$ cat config.mk
export PLATFORM = sky130hd
export DESIGN_NAME = seq_divider_param
export DESIGN_NICKNAME = d
export VERILOG_FILES = /design/src/rtl/seq_divider_param.sv
export SDC_FILE = /design/constraint.sdc
export NUM_CORES = 1
export LEC_CHECK = 0
export BUFFER_PORTS_ARGS = -buffer_cell sky130_fd_sc_hd__buf_2
export CORE_ASPECT_RATIO = 2
export CORE_MARGIN = 8
export CORE_UTILIZATION = 65
export CTS_BUF_LIST = sky130_fd_sc_hd__clkbuf_2 sky130_fd_sc_hd__clkbuf_4 sky130_fd_sc_hd__clkbuf_8
export CTS_CLUSTER_DIAMETER = 40
export CTS_CLUSTER_SIZE = 30
export DETAILED_ROUTE_END_ITERATION = 8
export HOLD_SLACK_MARGIN = 0.06
export PLACE_DENSITY = 0.87
export SYNTH_ARGS = -nofsm -noshare
export SYNTH_HDL_FRONTEND = slang
export SYNTH_SLANG_ARGS = --single-unit
export TNS_END_PERCENT = 10
$ cat constraint.sdc
create_clock -name clk -period 6.88 [get_ports clk]
set_input_delay 0.344 -clock clk [delete_from_list [all_inputs] [get_ports clk]]
set_output_delay 0.344 -clock clk [all_outputs]
set_load 0.02 [all_outputs]
$ cat src/rtl/seq_divider_param.sv
// ---------------------------------------------------------------------------
// seq_divider_param
//
// Sequential restoring integer divider with WIDTH-generic operands. It
// supports signed and unsigned modes. A request is accepted on a clock edge
// where start=1 and busy=0. The divider then runs one restoring step per
// cycle for WIDTH cycles. One more cycle applies the sign correction, and
// the results appear together with a one-cycle done pulse. The total
// latency from the accepting edge to done is WIDTH+2 cycles.
//
// Ports
//   clk          rising-edge clock
//   rst          synchronous reset, active low (0 = reset)
//   start        operation request; ignored while busy
//   signed_mode  1 = two's-complement divide, 0 = unsigned (latched with start)
//   dividend     WIDTH-bit dividend (latched with start)
//   divisor      WIDTH-bit divisor (latched with start)
//   busy         operation in progress
//   done         one-cycle pulse, results valid
//   quotient     result quotient, held until the next done
//   remainder    result remainder, held until the next done
//   div_by_zero  divisor was zero for the completed operation
//   overflow     signed MIN / -1 for the completed operation
// ---------------------------------------------------------------------------
module seq_divider_param #(
    parameter int WIDTH = 32
) (
    input  logic             clk,
    input  logic             rst,
    input  logic             start,
    input  logic             signed_mode,
    input  logic [WIDTH-1:0] dividend,
    input  logic [WIDTH-1:0] divisor,
    output logic             busy,
    output logic             done,
    output logic [WIDTH-1:0] quotient,
    output logic [WIDTH-1:0] remainder,
    output logic             div_by_zero,
    output logic             overflow
);

    localparam int CNT_W = $clog2(WIDTH + 1);
    localparam logic [WIDTH-1:0] MIN_VAL = {1'b1, {(WIDTH-1){1'b0}}};

    typedef enum logic [1:0] {
        S_IDLE,
        S_CALC,
        S_FIX
    } state_t;

    state_t state_reg;
    state_t state_next;

    logic [CNT_W-1:0] cnt_reg;
    logic [WIDTH-1:0] a_reg;        // dividend magnitude, shifts into quotient
    logic [WIDTH-1:0] b_mag_reg;    // divisor magnitude
    logic [WIDTH-1:0] p_reg;        // partial remainder (always < |B|)
    logic [WIDTH-1:0] dividend_reg; // original dividend, needed for divide-by-zero
    logic             q_neg_reg;
    logic             r_neg_reg;
    logic             dz_pend_reg;
    logic             ovf_pend_reg;

    logic [WIDTH-1:0] quotient_reg;
    logic [WIDTH-1:0] remainder_reg;
    logic             done_reg;
    logic             div_by_zero_reg;
    logic             overflow_reg;

    // Operand magnitudes at the request. Negating MIN gives the same bit
    // pattern, and that pattern read as unsigned is exactly 2^(WIDTH-1).
    logic             a_neg_in;
    logic             b_neg_in;
    logic [WIDTH-1:0] a_mag_in;
    logic [WIDTH-1:0] b_mag_in;

    // One restoring step
    logic [WIDTH:0]   p_shift;
    logic             p_ge;
    logic [WIDTH-1:0] p_diff;

    // Sign-corrected results
    logic [WIDTH-1:0] q_fix;
    logic [WIDTH-1:0] r_fix;

    assign a_neg_in = signed_mode & dividend[WIDTH-1];
    assign b_neg_in = signed_mode & divisor[WIDTH-1];
    assign a_mag_in = a_neg_in ? -dividend : dividend;
    assign b_mag_in = b_neg_in ? -divisor : divisor;

    assign p_shift = {p_reg, a_reg[WIDTH-1]};
    assign p_ge    = p_shift >= {1'b0, b_mag_reg};
    // The true difference is always below 2^WIDTH, so the low bits are enough.
    assign p_diff  = p_shift[WIDTH-1:0] - b_mag_reg;

    assign q_fix = q_neg_reg ? -a_reg : a_reg;
    assign r_fix = r_neg_reg ? -p_reg : p_reg;

    // State register
    always_ff @(posedge clk) begin
        if (!rst) begin
            state_reg <= S_IDLE;
        end else begin
            state_reg <= state_next;
        end
    end

    // Next-state logic
    always_comb begin
        state_next = state_reg;
        case (state_reg)
            S_IDLE: begin
                if (start) begin
                    state_next = S_CALC;
                end
            end
            S_CALC: begin
                if (cnt_reg == CNT_W'(WIDTH - 1)) begin
                    state_next = S_FIX;
                end
            end
            S_FIX: begin
                state_next = S_IDLE;
            end
            default: begin
                state_next = S_IDLE;
            end
        endcase
    end

    // Datapath and result registers
    always_ff @(posedge clk) begin
        if (!rst) begin
            cnt_reg         <= '0;
            a_reg           <= '0;
            b_mag_reg       <= '0;
            p_reg           <= '0;
            dividend_reg    <= '0;
            q_neg_reg       <= 1'b0;
            r_neg_reg       <= 1'b0;
            dz_pend_reg     <= 1'b0;
            ovf_pend_reg    <= 1'b0;
            quotient_reg    <= '0;
            remainder_reg   <= '0;
            done_reg        <= 1'b0;
            div_by_zero_reg <= 1'b0;
            overflow_reg    <= 1'b0;
        end else begin
            done_reg <= 1'b0;
            case (state_reg)
                S_IDLE: begin
                    if (start) begin
                        cnt_reg      <= '0;
                        a_reg        <= a_mag_in;
                        b_mag_reg    <= b_mag_in;
                        p_reg        <= '0;
                        dividend_reg <= dividend;
                        q_neg_reg    <= a_neg_in ^ b_neg_in;
                        r_neg_reg    <= a_neg_in;
                        dz_pend_reg  <= (divisor == '0);
                        ovf_pend_reg <= signed_mode && (dividend == MIN_VAL) && (divisor == '1);
                    end
                end
                S_CALC: begin
                    p_reg   <= p_ge ? p_diff : p_shift[WIDTH-1:0];
                    a_reg   <= {a_reg[WIDTH-2:0], p_ge};
                    cnt_reg <= cnt_reg + CNT_W'(1);
                end
                S_FIX: begin
                    // With a zero divisor the result is all ones and the
                    // original dividend, independent of sign handling. MIN/-1
                    // already wraps to MIN with remainder 0 in the normal path.
                    if (dz_pend_reg) begin
                        quotient_reg  <= '1;
                        remainder_reg <= dividend_reg;
                    end else begin
                        quotient_reg  <= q_fix;
                        remainder_reg <= r_fix;
                    end
                    div_by_zero_reg <= dz_pend_reg;
                    overflow_reg    <= ovf_pend_reg;
                    done_reg        <= 1'b1;
                end
                default: begin
                    cnt_reg <= '0;
                end
            endcase
        end
    end

    assign busy        = (state_reg != S_IDLE);
    assign done        = done_reg;
    assign quotient    = quotient_reg;
    assign remainder   = remainder_reg;
    assign div_by_zero = div_by_zero_reg;
    assign overflow    = overflow_reg;

endmodule

Yosys cells after proc, flatten, opt, wreduce, memory -nomap -nowiden

Index checks and enable logic that the tools add are counted.

Input bits: 68
Word-level logic and storage cells: 60
Bits in registers: 207

Bitwise gates (word level): 4
Reductions and logical operators: 10
Equal/unequal tests: 7
Mux-type cells: 17
$lt $le $gt $ge: 1
Add/sub/neg operators: 6

Operators by type and width:

| cell                 | number |
|---|---|
| $mux 32              | 9 |
| $neg 32->32          | 4 |
| $pmux 32 s2          | 2 |
| $eq 32x32->1 const B | 2 |
| $ge 33x32->1         | 1 |
| $logic_not 32->1     | 1 |
| $sub 32x32->32       | 1 |
| $pmux 6 s3           | 1 |
| $reduce_and 2->1     | 4 |
| $add 6x1->6 const B  | 1 |
| $eq 6x5->1 const B   | 1 |
| $mux 6               | 1 |
| $mux 2               | 2 |
| $ne 2x2->1 const B   | 2 |
| $pmux 2 s2           | 1 |
| $reduce_bool 2->1    | 2 |
| $and 1x1->1          | 2 |
| $eq 2x1->1 const B   | 1 |
| $eq 2x2->1 const B   | 1 |
| $logic_and 1x1->1    | 2 |
| $logic_not 2->1      | 1 |
| $mux 1               | 1 |
| $not 1->1            | 1 |
| $xor 1x1->1          | 1 |

Logic depth before layout (Yosys ltp)

Gate-level depths: netlist of run 1.

Word-level depth: 4
Depth in mapped cells: 12

Least setup slack after synthesis of run 1

No wires, ideal clock.

Path kind: reg2reg
From: register a_reg[31]
To: register p_reg[30]
Buffers on the path: 0
Stages on the path, launching flop included: 13
Clock period less this slack: 2.683 ns
Arrival time: 2.558 ns
Data required time: 6.755 ns
Setup time: 0.125 ns
Slack: 4.197 ns
Cell sequence: dfxtp_1 -> inv_1 -> ha_1 -> inv_1 -> fa_1 -> a211oi_1 -> nor2_1 -> o21ai_0 -> o31ai_1 -> a2111oi_0 -> nor2_1 -> xnor2_1 -> o21ai_0

Word-level cells in the longest chain between the ends: 3

RTL lines:

| what                                           | line   | text |
|---|---|---|
| start: declaration                             | 55     | `logic [WIDTH-1:0] a_reg;` |
| start signal: assignment                       | 154    | `a_reg <= a_mag_in;` |
| start signal: assignment                       | 166    | `a_reg <= {a_reg[WIDTH-2:0], p_ge};` |
| $sub 32x32->32 or $ge 33x32->1 (tied branches) | 94, 92 |  |
| $mux 32 (*)                                    | 165    | `p_reg <= p_ge ? p_diff : p_shift[WIDTH-1:0];` |
| $pmux 32 s2 (*)                                | 150    | `case (state_reg)` |
| end signal: assignment                         | 165    |  |
| end: declaration                               | 57     | `logic [WIDTH-1:0] p_reg;` |

Every way passes the cells marked *; elsewhere a longest branch is shown, timed or not.
A chain may end at the register's enable or synchronous reset.

Worst setup path in the final report of run 1

From: register p_reg[6]
To: register p_reg[16]

Word-level cells in the longest chain between the ends: 3

RTL lines:

| what                                           | line |
|---|---|
| $sub 32x32->32 or $ge 33x32->1 (tied branches) | 94, 92 |
| $mux 32 (*)                                    | 165 |
| $pmux 32 s2 (*)                                | 150 |

Marks and branches as above.

==> results.toml, run 1 <==
[clock_tree]
post_cts_buffers = 0
clk_latency_ps = 580
cts_tree = "done"
cts_hold_buf = 26
clockRootBuffer = "clkbuf_8"
path_clk_slew_ps = 120
clock-sinks = 207
cts_resized = 0
h-tree-depth = 1
cts_buffers = 19
cts.path.max_buffers = 3

[grt]
grt_overflow_total = 0
antenna_found_initial = 0
grt_pass1_vias = 11600
grt_pass1_wl_um = 60100
grt_max_degree = 104
track_usage_pct = 31.1

[worst_hold_path]
holdCritStartpoint = "dividend[13]"
holdPathStages = 3
hp-class = "primary input to register"
holdPathEnd = "dividend_reg[13]"

[drt]
avgRoutedWirePerCell_um = 20.0
antenna_left = 0
routed_wl_um = 37800
first_pass_iters = 9
drt-initial-drc-count = 1247
vias = 12200
via_per_inst = 6.47
detail_route.drc_violations = 23

[critical_path]
cp.arrival_ps = 3940
r2r-end = "p_reg[16]"
regToRegSetupSlack_ps = 3380
crit_path_end_kind = "register"
path_max_fanout = 13
reg2reg_depth = 9
critPathLaunchType = "register"
cp.required_ps = 7330
path_class = "register to register"
reg2reg_from = "p_reg[6]"

[floorplan]
dieHeight_um = 210
core_area_um2 = 18600
die-area_um2 = 23600
rows = 71
start_util_pct = 65.6
pin_count = 136
die_w_um = 113

[placement]
io_buffers = 135
dp_hpwl_um = 27700
gp_congestion = 0.984
dp.cells = 1827

[sta]
drv_slew = 0
setup_tns_ps = 0
fin_crit_ps = 3500
min_period_over_period_pct = 50.8
max_slew_margin_pct = 23.2
tightest_slew_ps = 1150
fmax_mhz = 286
finalHoldViolCount = 0
rsz0062_at_grt = "no"
finalClockSkew_ps = 59.6
setup_viol_count_final = 0

[power]
vdd_drop_max_mv = 0.276
p_leak_nw = 5.54
p_per_area_nw_per_um2 = 195

[layout]
drive_gt1_share_pct = 12.8
fin_nets = 1762
diodes = 0
multiInputGateArea_um2 = 7480
n_fill_cell = 1495
ff_latch_area_um2 = 4150
area_delta_synth_final_pct = 11.6
stdcell_count = 1886

[synth]
synthCells = 1558
synth_seq_cells = 207
yosys_warnings = 0
yosysUniqueCellTypes = 72
netlist_area_um2 = 12200
synth_ff_type = "dfxtp_1"
syn-num-nets = 1665
synthArstFlopShare_pct = 0
ys_seq_area_share_pct = 34.0
synth-edff-count = 0
synth_area_per_cell_um2 = 7.82

[status]
violations = "DRC"
status = "complete, but fails checks"

[run]
drv_cap = 0
-- cell type report --
class / instances / share of cell area [%]
clock buffers: 19 / 1.92
clock inverters: 14 / 1.53
inverters: 52 / 1.45
multi-input cells: 1202 / 55.0
flip-flops and latches: 207 / 30.5
well taps: 219 / 2.02
repair buffers: 173 / 7.55
-- cells in the mapped netlist, types with 21 or more instances --
library cell | number | area share (%)
inv_1 | 51 | 1.6
a222oi_1 | 28 | 2.3
o21ai_0 | 131 | 5.4
xnor2_1 | 59 | 4.2
nand2_1 | 229 | 7.1
clkbuf_1 | 89 | 2.7
o31ai_1 | 21 | 1.3
nor3_1 | 32 | 1.3
nor2_1 | 129 | 4.0
xor2_1 | 87 | 6.3
dfxtp_1 | 207 | 34
a211oi_1 | 24 | 1.5
mux2i_1 | 24 | 2.0
ha_1 | 38 | 3.9
a21oi_1 | 149 | 6.1
-- report_power, final --
group / switching [mW] / total [mW] / internal [mW]
logic: 0.298 / 0.482 / 0.184
registers: 0.0493 / 1.29 / 1.24
clock network: 0.549 / 0.870 / 0.321
total: 0.897 / 2.64 / 1.75
-- how the worst max path moves through the flow --
stage / from / endpoint / slack, ps / cells past startpoint
6_report: p_reg[6] / p_reg[16] / 3380 / 9
3_5_place_dp: p_reg[6] / p_reg[22] / 3470 / 9
2_1_floorplan: a_reg[31] / p_reg[30] / 4200 / 12
4_1_cts: p_reg[0] / p_reg[21] / 3390 / 9
5_1_grt: a_reg[31] / p_reg[30] / 3110 / 12
3_3_place_gp: a_reg[31] / p_reg[30] / 3570 / 12
-- metrics by stage --
step	area (µm²)	power (mW)	setup WS [ps]	hold WS (ps)	utilization (%)
final	13600	2.64	3380	84.3	73.2
after global routing	13600	2.75	3110	80.6	73.2
after CTS	13600	2.64	3390	61.6	73.2
after floorplan	12200	1.63	4200	430	-
after global placement	12900	1.76	3570	438	69.3
after detailed placement	12900	1.77	3470	444	69.3
-- per-layer routing --
layer  up-vias  share of wire (%)  global-route usage (%)
li1       5782                  -                       -
met1      5706                 40                    38.0
met2       593                 48                    51.8
met3       116                7.3                    5.01
met4         0                4.9                    15.4
met5         -                  0                       0
-- worst max-delay path: stages (launching register included) --
cell	delay (ps)
dfxtp_1	400
ha_1	390
and3_1	300
a22o_1	220
a21oi_1	100
a21o_1	230
a211o_1	370
a21oi_2	620
nand2_1	490
o21ai_0	280
-- layout by cell type, fill, tap and decap left out, types with 21 or more instances in the layout --
cell type	instances
o31ai_1	21
o21ai_0	131
buf_2	135
nor3_1	32
dlygate4sd3_1	26
nand2_1	229
dfxtp_1	206
xnor2_1	59
nor2_1	127
ha_1	38
mux2i_1	24
a222oi_1	28
a21oi_1	148
inv_1	51
xor2_1	87
a211oi_1	24
-- kinds of logic (layout without fill, tap and decap cells) --
family          count (synthesis)  count (layout)  synth area share [%]
compound gates                479             479                  25.0
xor+xnor                      146             146                  10.5
fa+ha+maj                      39              39                  4.07
buf+inv                       149             258                  4.73
flops                         207             207                  34.0
mux                            24              24                  1.97
simple gates                  514             514                  19.7
Note: power is estimated with default switching activity, not from simulation.
==> run 2: changes to the inputs <==
- CORE_UTILIZATION: 65 -> 61
- PLACE_DENSITY: 0.87 -> 0.83
- clock period: 6.88 -> 3.3 ns (I/O delays scaled with it)
==> run 2 against run 1 <==
The run now ends clean. Die area increased by 5.8%. First-iteration DRC count decreased by 9.5%. Sequential power increased by 110%. Largest power group unchanged. Via count increased by 4.0%. Clock-buffer cell count increased by 1. Non-clock buffer count increased by 57. Highest routed layer unchanged.
==> results.toml, run 2 (synthesized netlist as in run 1, its figures left out) <==
[status]
status = "finished, final reports clean"

[critical_path]
startpoint = "dividend[2]"
path_buf_inv = 2
critPathLaunchType = "primary input"
cp.arrival_ps = 3430
path_cells = "dlygate4sd3_1 > buf_2 > nor4_2 > nand4b_1 > nor4_1 > and2_1 > a21oi_1 > xor2_1 > a222oi_1 > nor2_1"
crit_end = "a_reg[30]"
crit_path_end_kind = "register"
cp.depth = 10
reg2reg_depth = 11
cp_slowest_cell = "nor4_1"
crit_family = "simple AND/OR/NAND/NOR gates"
reg2reg_from = "b_mag_reg[1]"
r2r-end = "p_reg[6]"
cp.required_ps = 3720
path_max_fanout = 6
path_class = "primary input to register"
slowest_delay_ps = 640
regToRegSetupSlack_ps = 320

[sta]
max_slew_margin_pct = 39.2
finalHoldViolCount = 0
fmax_mhz = 332
finalClockSkew_ps = 22.5
tightest_slew_ps = 909
setup_viol_count_final = 0
min_period_over_period_pct = 91.3
drv_slew = 0
setup_tns_ps = 0
fin_crit_ps = 3010
rsz0062_at_grt = "no"
setup_slack_ps = 288

[clock_tree]
cts_buffers = 19
cts_resized = 0
clk_latency_ps = 560
clock-sinks = 207
cts_hold_buf = 61
cts_tree = "done"
cts.path.max_buffers = 3
clockRootBuffer = "clkbuf_8"
path_clk_slew_ps = 100
post_cts_buffers = 0
h-tree-depth = 1

[grt]
grt_pass1_vias = 12600
antenna_found_initial = 2
track_usage_pct = 33.3
grt_pass1_wl_um = 65100
grt_overflow_total = 0
grt_max_degree = 77

[floorplan]
die-area_um2 = 25000
core_area_um2 = 19700
rows = 73
dieHeight_um = 216
start_util_pct = 61.7
die_w_um = 116
pin_count = 136

[drt]
detail_route.drc_violations = 0
routed_wl_um = 42200
drt-initial-drc-count = 1128
via_per_inst = 6.37
vias = 12700
antenna_left = 0
first_pass_iters = 8
avgRoutedWirePerCell_um = 21.2

[worst_hold_path]
holdCritStartpoint = "divisor[14]"
hp-class = "primary input to register"
holdPathStages = 3

[placement]
gp_congestion = 1.04
dp.cells = 1892
io_buffers = 135
dpl_worst_slack_ps = 372
dp_hpwl_um = 30200

[layout]
stdcell_count = 1990
mostFrequentLayoutCells = "nand2_1, dfxtp_1, a21oi_1, buf_2, o21ai_0"
drive_gt1_share_pct = 13.7
postLayoutCoreUtil_pct = 71.7
area_delta_synth_final_pct = 16.1
fin_nets = 1819
final_common_cell = "nand2_1"

[power]
p_leak_nw = 5.78
vdd_drop_max_mv = 0.399
p_per_area_nw_per_um2 = 393

[run]
drv_cap = 0
-- run 2: routing by layer --
layer | routed length [µm] | track usage (%) | up-vias | share of wire (%)
li1 | - | - | 5899 | -
met1 | 13400 | 31.0 | 5897 | 32
met2 | 21600 | 59.4 | 645 | 51
met3 | 2740 | 4.78 | 245 | 6.5
met4 | 4520 | 31.9 | 0 | 11
met5 | 0 | 0 | - | 0
-- run 2: worst min-delay path, delay by kind of cell --
kind | cells | cell delay, ps
buffers and inverters | 1 | 130
xor gates and xnor gates | 1 | 130
AOI/OAI and AO/OA | 1 | 220
-- run 2: power breakdown --
group	internal, mW	switching, mW
Sequential	2.59	0.0851
Clock	0.710	1.05
Combinational	0.430	0.699
-- run 2: layout make-up --
cell class | instances | area, µm²
well taps | 262 | 328
diodes | 3 | 7.51
repair buffers | 230 | 1540
clock buffers | 20 | 269
flip-flops and latches | 207 | 4150
multi-input cells | 1202 | 7480
fillers | 1582 | 5590
inverters | 52 | 198
clock inverters | 14 | 173
-- run 2: per-stage QoR --
step | total power, mW | area (µm²) | hold slack (ps)
floorplan | 3.40 | 12200 | 301
global placement | 3.74 | 13100 | 439
detailed placement | 3.76 | 13100 | 444
CTS | 5.53 | 14100 | 111
global route | 5.76 | 14100 | 183
finish | 5.56 | 14100 | 142
-- run 2: worst min path at each step --
stage | slack, ps | end
after floorplan | 300 | dividend_reg[0]
after global placement | 440 | ovf_pend_reg
after detailed placement | 440 | remainder[10]
after CTS | 110 | b_mag_reg[5]
after global routing | 180 | b_mag_reg[14]
final | 140 | b_mag_reg[14]
